### config.mk
export PLATFORM = sky130hd
export DESIGN_NAME = buzz_note_player
export DESIGN_NICKNAME = d
export VERILOG_FILES = /design/src/rtl/buzz_pkg.sv /design/src/rtl/buzz_cmd_fifo.sv /design/src/rtl/buzz_note_player.sv
export SDC_FILE = /design/constraint.sdc
export NUM_CORES = 1
export LEC_CHECK = 0
export BUFFER_PORTS_ARGS = -buffer_cell sky130_fd_sc_hd__clkbuf_2
export CAP_MARGIN = 20
export CORE_ASPECT_RATIO = 1.4
export CORE_MARGIN = 5
export CORE_UTILIZATION = 56
export CTS_BUF_LIST = sky130_fd_sc_hd__clkbuf_16
export CTS_CLUSTER_SIZE = 28
export DETAILED_ROUTE_END_ITERATION = 6
export PLACE_DENSITY = 0.88
export SETUP_SLACK_MARGIN = 0.1
export SYNTH_ARGS = -nofsm -noshare
export SYNTH_HDL_FRONTEND = slang
export SYNTH_SLANG_ARGS = --single-unit
export TNS_END_PERCENT = 100
### constraint.sdc
create_clock -name clk_50MHz -period 4.3 [get_ports clk_50MHz]
set_clock_uncertainty 0.1 [all_clocks]
set_input_delay 0.215 -clock clk_50MHz [delete_from_list [all_inputs] [get_ports clk_50MHz]]
set_output_delay 0.215 -clock clk_50MHz [all_outputs]
set_load 0.05 [all_outputs]
### src/rtl/buzz_pkg.sv
// Shared types and helpers for the buzzer note player and its command FIFO.
// No logic; state encoding, ms prescaler divide and command width only.
package buzz_pkg;

    typedef enum logic [1:0] {
        IDLE = 2'd0,
        LOAD = 2'd1,
        PLAY = 2'd2
    } state_t;

    // Clock cycles per millisecond tick; never below one.
    function automatic int ms_div(input int clk_hz);
        return (clk_hz / 1000 > 0) ? clk_hz / 1000 : 1;
    endfunction

    // Packed command is {rest, half_period, dur_ms}.
    function automatic int cmd_width(input int hp_w, input int dur_w);
        return 1 + hp_w + dur_w;
    endfunction

endpackage

### src/rtl/buzz_cmd_fifo.sv
// Purpose: single-clock command FIFO, synchronous active-low reset.
// Latency: a push is visible at the head (pop_dat, level) one cycle after the write edge.
// Backpressure: pushes while full and pops while empty are dropped; caller gates on full/empty.
module buzz_cmd_fifo #(
    parameter int W     = 37,
    parameter int DEPTH = 8
) (
    input  logic                       clk,
    input  logic                       rst_n,
    input  logic                       push_vld,
    input  logic [W-1:0]               push_dat,
    input  logic                       pop_vld,
    output logic [W-1:0]               pop_dat,
    output logic                       full,
    output logic                       empty,
    output logic [$clog2(DEPTH+1)-1:0] level
);
    localparam int AW = $clog2(DEPTH);
    localparam int LW = $clog2(DEPTH + 1);

    logic [W-1:0]  mem_q [DEPTH];
    logic [AW-1:0] wr_ptr_q, wr_ptr_d;
    logic [AW-1:0] rd_ptr_q, rd_ptr_d;
    logic [LW-1:0] level_q, level_d;
    logic          do_push, do_pop;

    assign full    = (level_q == LW'(DEPTH));
    assign empty   = (level_q == '0);
    assign level   = level_q;
    assign pop_dat = mem_q[rd_ptr_q];
    assign do_push = push_vld && !full;
    assign do_pop  = pop_vld && !empty;

    always_comb begin
        wr_ptr_d = wr_ptr_q;
        rd_ptr_d = rd_ptr_q;
        level_d  = level_q;
        if (do_push) wr_ptr_d = wr_ptr_q + 1'b1;
        if (do_pop)  rd_ptr_d = rd_ptr_q + 1'b1;
        case ({do_push, do_pop})
            2'b10:   level_d = level_q + 1'b1;
            2'b01:   level_d = level_q - 1'b1;
            default: level_d = level_q;
        endcase
    end

    always_ff @(posedge clk) begin
        if (!rst_n) begin
            wr_ptr_q <= '0;
            rd_ptr_q <= '0;
            level_q  <= '0;
        end else begin
            wr_ptr_q <= wr_ptr_d;
            rd_ptr_q <= rd_ptr_d;
            level_q  <= level_d;
        end
    end

    always_ff @(posedge clk) begin
        if (rst_n && do_push) mem_q[wr_ptr_q] <= push_dat;
    end

endmodule

### src/rtl/buzz_note_player.sv
// Purpose: plays queued {rest, half_period, dur_ms} notes as a square wave on buzz; BUZZ_GAP_EN adds an articulation gap.
// Latency: push at edge N -> LOAD at N+1 -> PLAY at N+2; buzz/playing/note_done registered (note_done one cycle after the final tick).
// Backpressure: note_ready = !full from the registered FIFO level; enable=0 freezes playback but still accepts pushes.
module buzz_note_player
    import buzz_pkg::*;
#(
    parameter int CLK_HZ     = 50_000_000,
    parameter int HP_W       = 20,
    parameter int DUR_W      = 16,
    parameter int FIFO_DEPTH = 8,
    parameter int GAP_MS     = 10
) (
    input  logic                            clk_50MHz,
    input  logic                            reset_button_n,
    input  logic                            note_valid,
    output logic                            note_ready,
    input  logic [HP_W-1:0]                 note_half_period,
    input  logic [DUR_W-1:0]                note_dur_ms,
    input  logic                            note_rest,
    input  logic                            enable,
    output logic                            buzz,
    output logic                            playing,
    output logic                            note_done,
    output logic [$clog2(FIFO_DEPTH+1)-1:0] fifo_level
);
    localparam int DIV   = ms_div(CLK_HZ);
    localparam int PS_W  = (DIV > 1) ? $clog2(DIV) : 1;
    localparam int CMD_W = cmd_width(HP_W, DUR_W);
    localparam int LVL_W = $clog2(FIFO_DEPTH + 1);
    localparam logic [PS_W-1:0] PS_MAX = PS_W'(DIV - 1);

    typedef struct packed {
        logic             rest;
        logic [HP_W-1:0]  hp;
        logic [DUR_W-1:0] dur;
    } cmd_t;

    cmd_t             push_cmd, pop_cmd;
    logic [CMD_W-1:0] pop_dat;
    logic             fifo_full, fifo_empty, pop_vld;
    logic [LVL_W-1:0] level;

    state_t           state_q, state_d;
    logic [HP_W-1:0]  hp_q, hp_d;
    logic             rest_q, rest_d;
    logic [DUR_W-1:0] rem_q, rem_d;
    logic [HP_W-1:0]  tone_q, tone_d;
    logic [PS_W-1:0]  presc_q, presc_d;
    logic             phase_q, phase_d;
    logic             buzz_q, buzz_d;
    logic             playing_q, playing_d;
    logic             done_q, done_d;
    logic             tick, silent, gap_on;

    assign push_cmd = '{rest: note_rest, hp: note_half_period, dur: note_dur_ms};
    assign pop_cmd  = cmd_t'(pop_dat);

    buzz_cmd_fifo #(
        .W     (CMD_W),
        .DEPTH (FIFO_DEPTH)
    ) u_fifo (
        .clk      (clk_50MHz),
        .rst_n    (reset_button_n),
        .push_vld (note_valid),
        .push_dat (push_cmd),
        .pop_vld  (pop_vld),
        .pop_dat  (pop_dat),
        .full     (fifo_full),
        .empty    (fifo_empty),
        .level    (level)
    );

    assign note_ready = !fifo_full;
    assign fifo_level = level;
    assign buzz       = buzz_q;
    assign playing    = playing_q;
    assign note_done  = done_q;

`ifdef BUZZ_GAP_EN
    localparam logic [DUR_W-1:0] GAP_V = DUR_W'(GAP_MS);
`else
    localparam int gap_ms_unused = GAP_MS;
`endif

    always_comb begin
        state_d = state_q;
        hp_d    = hp_q;
        rest_d  = rest_q;
        rem_d   = rem_q;
        tone_d  = tone_q;
        presc_d = presc_q;
        phase_d = phase_q;
        done_d  = 1'b0;
        pop_vld = 1'b0;
        tick    = (presc_q == PS_MAX);

        case (state_q)
            IDLE: begin
                if (!fifo_empty && enable) state_d = LOAD;
            end
            LOAD: begin
                if (enable) begin
                    pop_vld = 1'b1;
                    rest_d  = pop_cmd.rest;
                    hp_d    = pop_cmd.hp;
                    rem_d   = pop_cmd.dur;
                    tone_d  = '0;
                    presc_d = '0;
                    phase_d = 1'b0;
                    if (pop_cmd.dur != '0) begin
                        state_d = PLAY;
                    end else begin
                        // Zero-length note: finish immediately, chain if more are queued.
                        done_d  = 1'b1;
                        state_d = (level > LVL_W'(1)) ? LOAD : IDLE;
                    end
                end
            end
            PLAY: begin
                if (enable) begin
                    if (tone_q == hp_q) begin
                        tone_d  = '0;
                        phase_d = !phase_q;
                    end else begin
                        tone_d = tone_q + 1'b1;
                    end
                    presc_d = tick ? '0 : presc_q + 1'b1;
                    if (tick) begin
                        rem_d = rem_q - 1'b1;
                        if (rem_q == DUR_W'(1)) begin
                            done_d  = 1'b1;
                            state_d = fifo_empty ? IDLE : LOAD;
                        end
                    end
                end
            end
            default: state_d = IDLE;
        endcase

        silent = rest_d || (hp_d < HP_W'(2));
`ifdef BUZZ_GAP_EN
        gap_on = (rem_d <= GAP_V);
`else
        gap_on = 1'b0;
`endif
        buzz_d    = (state_d == PLAY) && enable && phase_d && !silent && !gap_on;
        playing_d = (state_d == PLAY);
    end

    always_ff @(posedge clk_50MHz) begin
        if (!reset_button_n) begin
            state_q   <= IDLE;
            hp_q      <= '0;
            rest_q    <= 1'b0;
            rem_q     <= '0;
            tone_q    <= '0;
            presc_q   <= '0;
            phase_q   <= 1'b0;
            buzz_q    <= 1'b0;
            playing_q <= 1'b0;
            done_q    <= 1'b0;
        end else begin
            state_q   <= state_d;
            hp_q      <= hp_d;
            rest_q    <= rest_d;
            rem_q     <= rem_d;
            tone_q    <= tone_d;
            presc_q   <= presc_d;
            phase_q   <= phase_d;
            buzz_q    <= buzz_d;
            playing_q <= playing_d;
            done_q    <= done_d;
        end
    end

endmodule

### Word level (Yosys, flattened, before mapping)

Memories as Yosys holds them, arrays and structs flattened. A register that Yosys moved wholly into a read port is not among the register bits.
Index checks and enable logic that the tools add are counted.

| word-level totals | value |
|---|---|
| bits in writable memories | 296 |
| register bits after elaboration | 89 |
| logic and storage cells | 96 |
| memories | 1 |

Memory list:

| name | depth | width | rd ports | clocked after memory_dff | wr ports | line | source |
|---|---|---|---|---|---|---|---|
| u_fifo.mem_q | 8 | 37 | 1 | 1 | 1 | buzz_cmd_fifo.sv:21 | `logic [W-1:0] mem_q [DEPTH];` |

| operators by class | value |
|---|---|
| equality and inequality tests | 12 |
| reduce and logical (&&, ||, !) cells | 19 |
| $add $sub $neg | 7 |
| magnitude comparators | 2 |
| mux-type cells | 42 |

Operators by type and width:

| operator | count |
|---|---|
| two-way mux 20 bit | 5 |
| two-way mux 16 bit | 6 |
| one-hot mux 16 bit (2 select lines) | 2 |
| one-hot mux 20 bit (2 select lines) | 1 |
| adder 20 x 1 -> 20 bit, second input constant | 1 |
| equality test 20 bit | 1 |
| < comparator 20 x 2 -> 1 bit, second input constant | 1 |
| adder 16 x 1 -> 16 bit, second input constant | 1 |
| equality test 16 x 1 -> 1 bit, second input constant | 1 |
| equality test 16 bit, second input constant | 1 |
| two-way mux 1 bit | 16 |
| nonzero test 16 bit | 1 |
| subtractor 16 x 1 -> 16 bit, second input constant | 1 |
| two-way mux 2 bit | 6 |
| one-hot mux 4 bit (2 select lines) | 1 |
| logical AND 1 bit | 7 |
| adder 3 x 1 -> 3 bit, second input constant | 2 |
| equality test 2 bit, second input constant | 3 |
| two-way mux 3 bit | 2 |
| inequality test 2 bit, second input constant | 3 |
| one-hot mux 2 bit (3 select lines) | 1 |
| adder 4 x 1 -> 4 bit, second input constant | 1 |
| equality test 2 x 1 -> 1 bit, second input constant | 2 |
| equality test 4 bit, second input constant | 1 |
| other kinds (10) | 15 |

### Depth between registers and ports, before layout

| logic depth | value |
|---|---|
| depth in word-level cells | 10 |
| mapped depth | 11 |

### Modules after synthesis

From an unflattened synthesis, not the netlist that was laid out.

| unflattened totals | value |
|---|---|
| cells, all modules | 1019 |
| area total of the unflattened synthesis | 16156.7 µm² |

By module, submodules not included:

| module | cells an instance | times used | area each (µm²) |
|---|---|---|---|
| buzz_cmd_fifo | 502 | 1 | 11872.6 |
| buzz_note_player | 517 | 1 | 4284.1 |

### Worst setup path before layout

No wires, ideal clock.

| timing path | value |
|---|---|
| path type | register -> register |
| start | register u_fifo.level_q[0], in the netlist u_fifo.level[0] |
| end | memory u_fifo.mem_q[0][0], enable pin |
| required time | 3.723 ns |
| arrival time | 4.843 ns |
| setup slack | -1.120 ns |
| path buffers | 1 |
| stages on the path, launching flop included | 9 |
| path through | dfxtp_1 > inv_1 > ha_1 > nand3b_1 > and2_1 > clkbuf_1 > inv_1 > or3_1 > nor3_1 |

| between the ends | value |
|---|---|
| cells in the longest elaborated chain, start to end | 6 |

Ends and longest elaborated chain:

| what | line | source |
|---|---|---|
| start, declared | buzz_cmd_fifo.sv:24 | `logic [LW-1:0] level_q, level_d;` |
| start signal, assigned | buzz_cmd_fifo.sv:55 | `level_q <= level_d;` |
| equality test 4 bit | buzz_cmd_fifo.sv:27 | `assign full = (level_q == LW'(DEPTH));` |
| zero test 1 bit | -- |  |
| named net note_ready | buzz_note_player.sv:16 | `output logic note_ready,` |
| logical AND 1 bit | buzz_cmd_fifo.sv:31 | `assign do_push = push_vld && !full;` |
| logical AND 1 bit | buzz_cmd_fifo.sv:60 | `if (rst_n && do_push) mem_q[wr_ptr_q] <= push_dat;` |
| two-way mux 1 bit | buzz_cmd_fifo.sv:60 |  |
| two-way mux 1 bit (implied by the code) | buzz_cmd_fifo.sv:60 |  |
| end, declared | buzz_cmd_fifo.sv:21 |  |

The timed path passes the listed nets, and every way through them passes these cells.

==> results.md <==
- Antenna Cells: 0
- Met1 Routed Length: 13,200 um
- Syn nets: 1,080
- Worst vdd ir: 0.324 mV
- Routed WL: 36,000 um
- Netlist cell types: 65
- Yosys top cell area share: 56.1%
- Critical Path AT: 3.67 ns
- Row cnt: 72
- Yosys top cell by area: edfxtp_1
- Fin util: 65.3%
- Vias: 9,622
- CTS H-Tree Depth: 2
- Yosys warnings: 0
- CTS buffer count: 36
- Slew @ Worst Pin: 1.09 ns
- Ys async rst share: 0%
- CTS root buf: clkbuf_16
- Leak Pwr: 5.87 nW
- Worst skew pair latency: 0.54 ns
- Layout area overhead: 14.4%
- GP Congestion: 0.865
- Die Width: 152 um
- Setup slack after layout: 0.934 ns
- Final Hold Fails: 0
- Total track usage: 22.5%
- Post-synthesis sequential area ratio: 67.7%
- Post-CTS Setup Repair Bufs: 0
- Worst reg-to-reg setup slack: 0.93 ns
- Min-Delay Endpoint: presc_q[1]
- Grt ovf: 0
- Worst min-delay path startpoint: enable
- Max cap viols: 0
- Hold Path Depth: 3
- Final ANT Viol Nets: 0
- Area contributors post-synth: edfxtp_1 (56%), dfxtp_1 (12%), mux4_2 (11%)
- Hold Crit Class: in -> reg
- Tmin final: 3.37 ns
- RR Endpoint: buzz
- Vias in the first global route: 9,784
- DR WL met3: 2870 um
- Layout cell share with drive strength beyond 1: 18.6%
- Initial Util: 57.1%
- Worst-path clk slew: 0.06 ns
- Most frequent cell after synthesis: edfxtp_1
- Post-synth EDFFs: 296
- Drc violations: 0
- # setup viols final: 0
- WP data required: 4.60 ns
- Synthesized netlist cell count: 1,025
- PortBufs: 48
- WL/cell: 23.7 um
- Die ar.: 31,800 um^2
- Crit path kind: reg -> reg
- Max Slew Vio Count: 0
- Drt pass-1 iters: 6
- Crit end category: flip-flop
- CTS tree: done
- Critical Path Fanout Max: 32
- Status: finished clean
- Synth Cell Area: 15,800 um^2
- Max Clk Rate: 297 MHz
- Antenna violations before repair: 0
- Register bit total from synthesis: 388
- Avg Vias per Cell: 6.34
- Die Span Y: 209 um
- Hpwl dp: 20,500 um
- Final nets: 1,176
- Mean Syn Cell Area: 15.5 um^2
- Slew Limit Headroom: 26.6%
- Met2 wire length: 18,600 um
- Core Area: 27,700 um^2
- IO Pins: 49
- List of most frequent post-synthesis cells: edfxtp_1 (296), nor2_1 (100), dfxtp_1 (92), mux4_2 (74), nand2_1 (43)
- Pwr dens: 446 nW/um^2
- Clock Path Buffers: 3
- Period utilization: 78.3%
- Pre-CTS setup slack: 1.16 ns
- Critical Path Start Type: flip-flop
- RSZ-0062 raised after global routing: no
- Top sig layer: met4
- Clock sinks: 388
- R2R cell count: 7
- First-pass GRT wire length: 56,200 um
- Largest net degree at the start of global routing: 47
- Iter 0 DRT Violations: 959
- Main synth FF type: edfxtp_1
- Final hold slack: 0.0302 ns
## kinds of logic (layout without fill, tap and decap cells)
logic type	after synthesis	count (layout)	synth area share, %
AND/OR/NAND/NOR	284	284	8.88
flip-flops	388	388	67.7
AO/OA/AOI/OAI	127	127	5.38
buffers and inverters	61	184	1.89
XOR/XNOR	51	51	2.82
multiplexers	100	100	12.2
adder cells (fa/ha/maj)	14	14	1.11
## power by group
group | internal, mW | switching [mW] | total [mW]
Combinational | 0.252 | 0.402 | 0.654
Clock | 1.90 | 1.37 | 3.27
Sequential | 4.10 | 0.0619 | 4.17
## final cells by class
cell class | instances | area, um^2
repair buffers | 105 | 788
multi-input cells | 576 | 4880
clock buffers | 36 | 901
fillers | 1867 | 9630
flip-flops and latches | 388 | 10700
clock inverters | 29 | 299
well taps | 370 | 463
inverters | 14 | 52.6
## sequential cells by signal (all words and copies together) (netlist names), 3 cells and up, named ones only
name / flops
u_fifo.mem_q: 296
hp_q: 20
tone_q: 20
presc_q: 16
rem_q: 16
u_fifo.level: 4
u_fifo.rd_ptr_q: 3
u_fifo.wr_ptr_q: 3
## critical path: stages, from the launching register on
cell,delay [ns]
dfxtp_2,0.87
buf_4,0.49
mux4_2,0.40
nor4_1,0.42
mux2i_1,0.16
or2_4,0.31
o311ai_1,0.41
a2111oi_2,0.06
## worst max path at each step
stage | end | depth (start not counted)
finish | buzz | 7
global route | buzz | 7
CTS | buzz | 7
detailed placement | buzz | 7
global placement | buzz | 7
floorplan | u_fifo.mem_q[5][0] | 8
## cells in the final DEF (no fill, tap or decap), drive strengths merged, types with 28 or more instances in the layout
cell type      n
edfxtp       296
clkbuf        84
nand2         43
o21ai         36
nor3          29
mux4          74
a21oi         31
nor2         100
dlygate4sd3   38
dfxtp         92
xnor2         28
## metrics by stage
step / setup TNS, ns / power, mW / instances / area, um^2
2_1_floorplan: -14.23 / 4.65 / 1025 / 15800
5_1_grt: 0 / 8.36 / 1518 / 18100
6_report: 0 / 8.09 / 1518 / 18100
4_1_cts: 0 / 8.11 / 1518 / 18100
3_5_place_dp: 0 / 4.85 / 1415 / 16500
3_3_place_gp: 0 / 4.83 / 1415 / 16500
## per-layer routing
layer	vias to the layer above	track usage, %
met4	0	9.09
met1	4793	28.5
met5	-	0
li1	4207	-
met3	117	3.81
met2	505	39.0
## repair_timing
action,4_1_cts,5_1_grt
hold buffers,38,0
endpoints found under the hold margin,298,0
resized for setup,0,0
No activity file was read; power rests on OpenSTA's default activity.
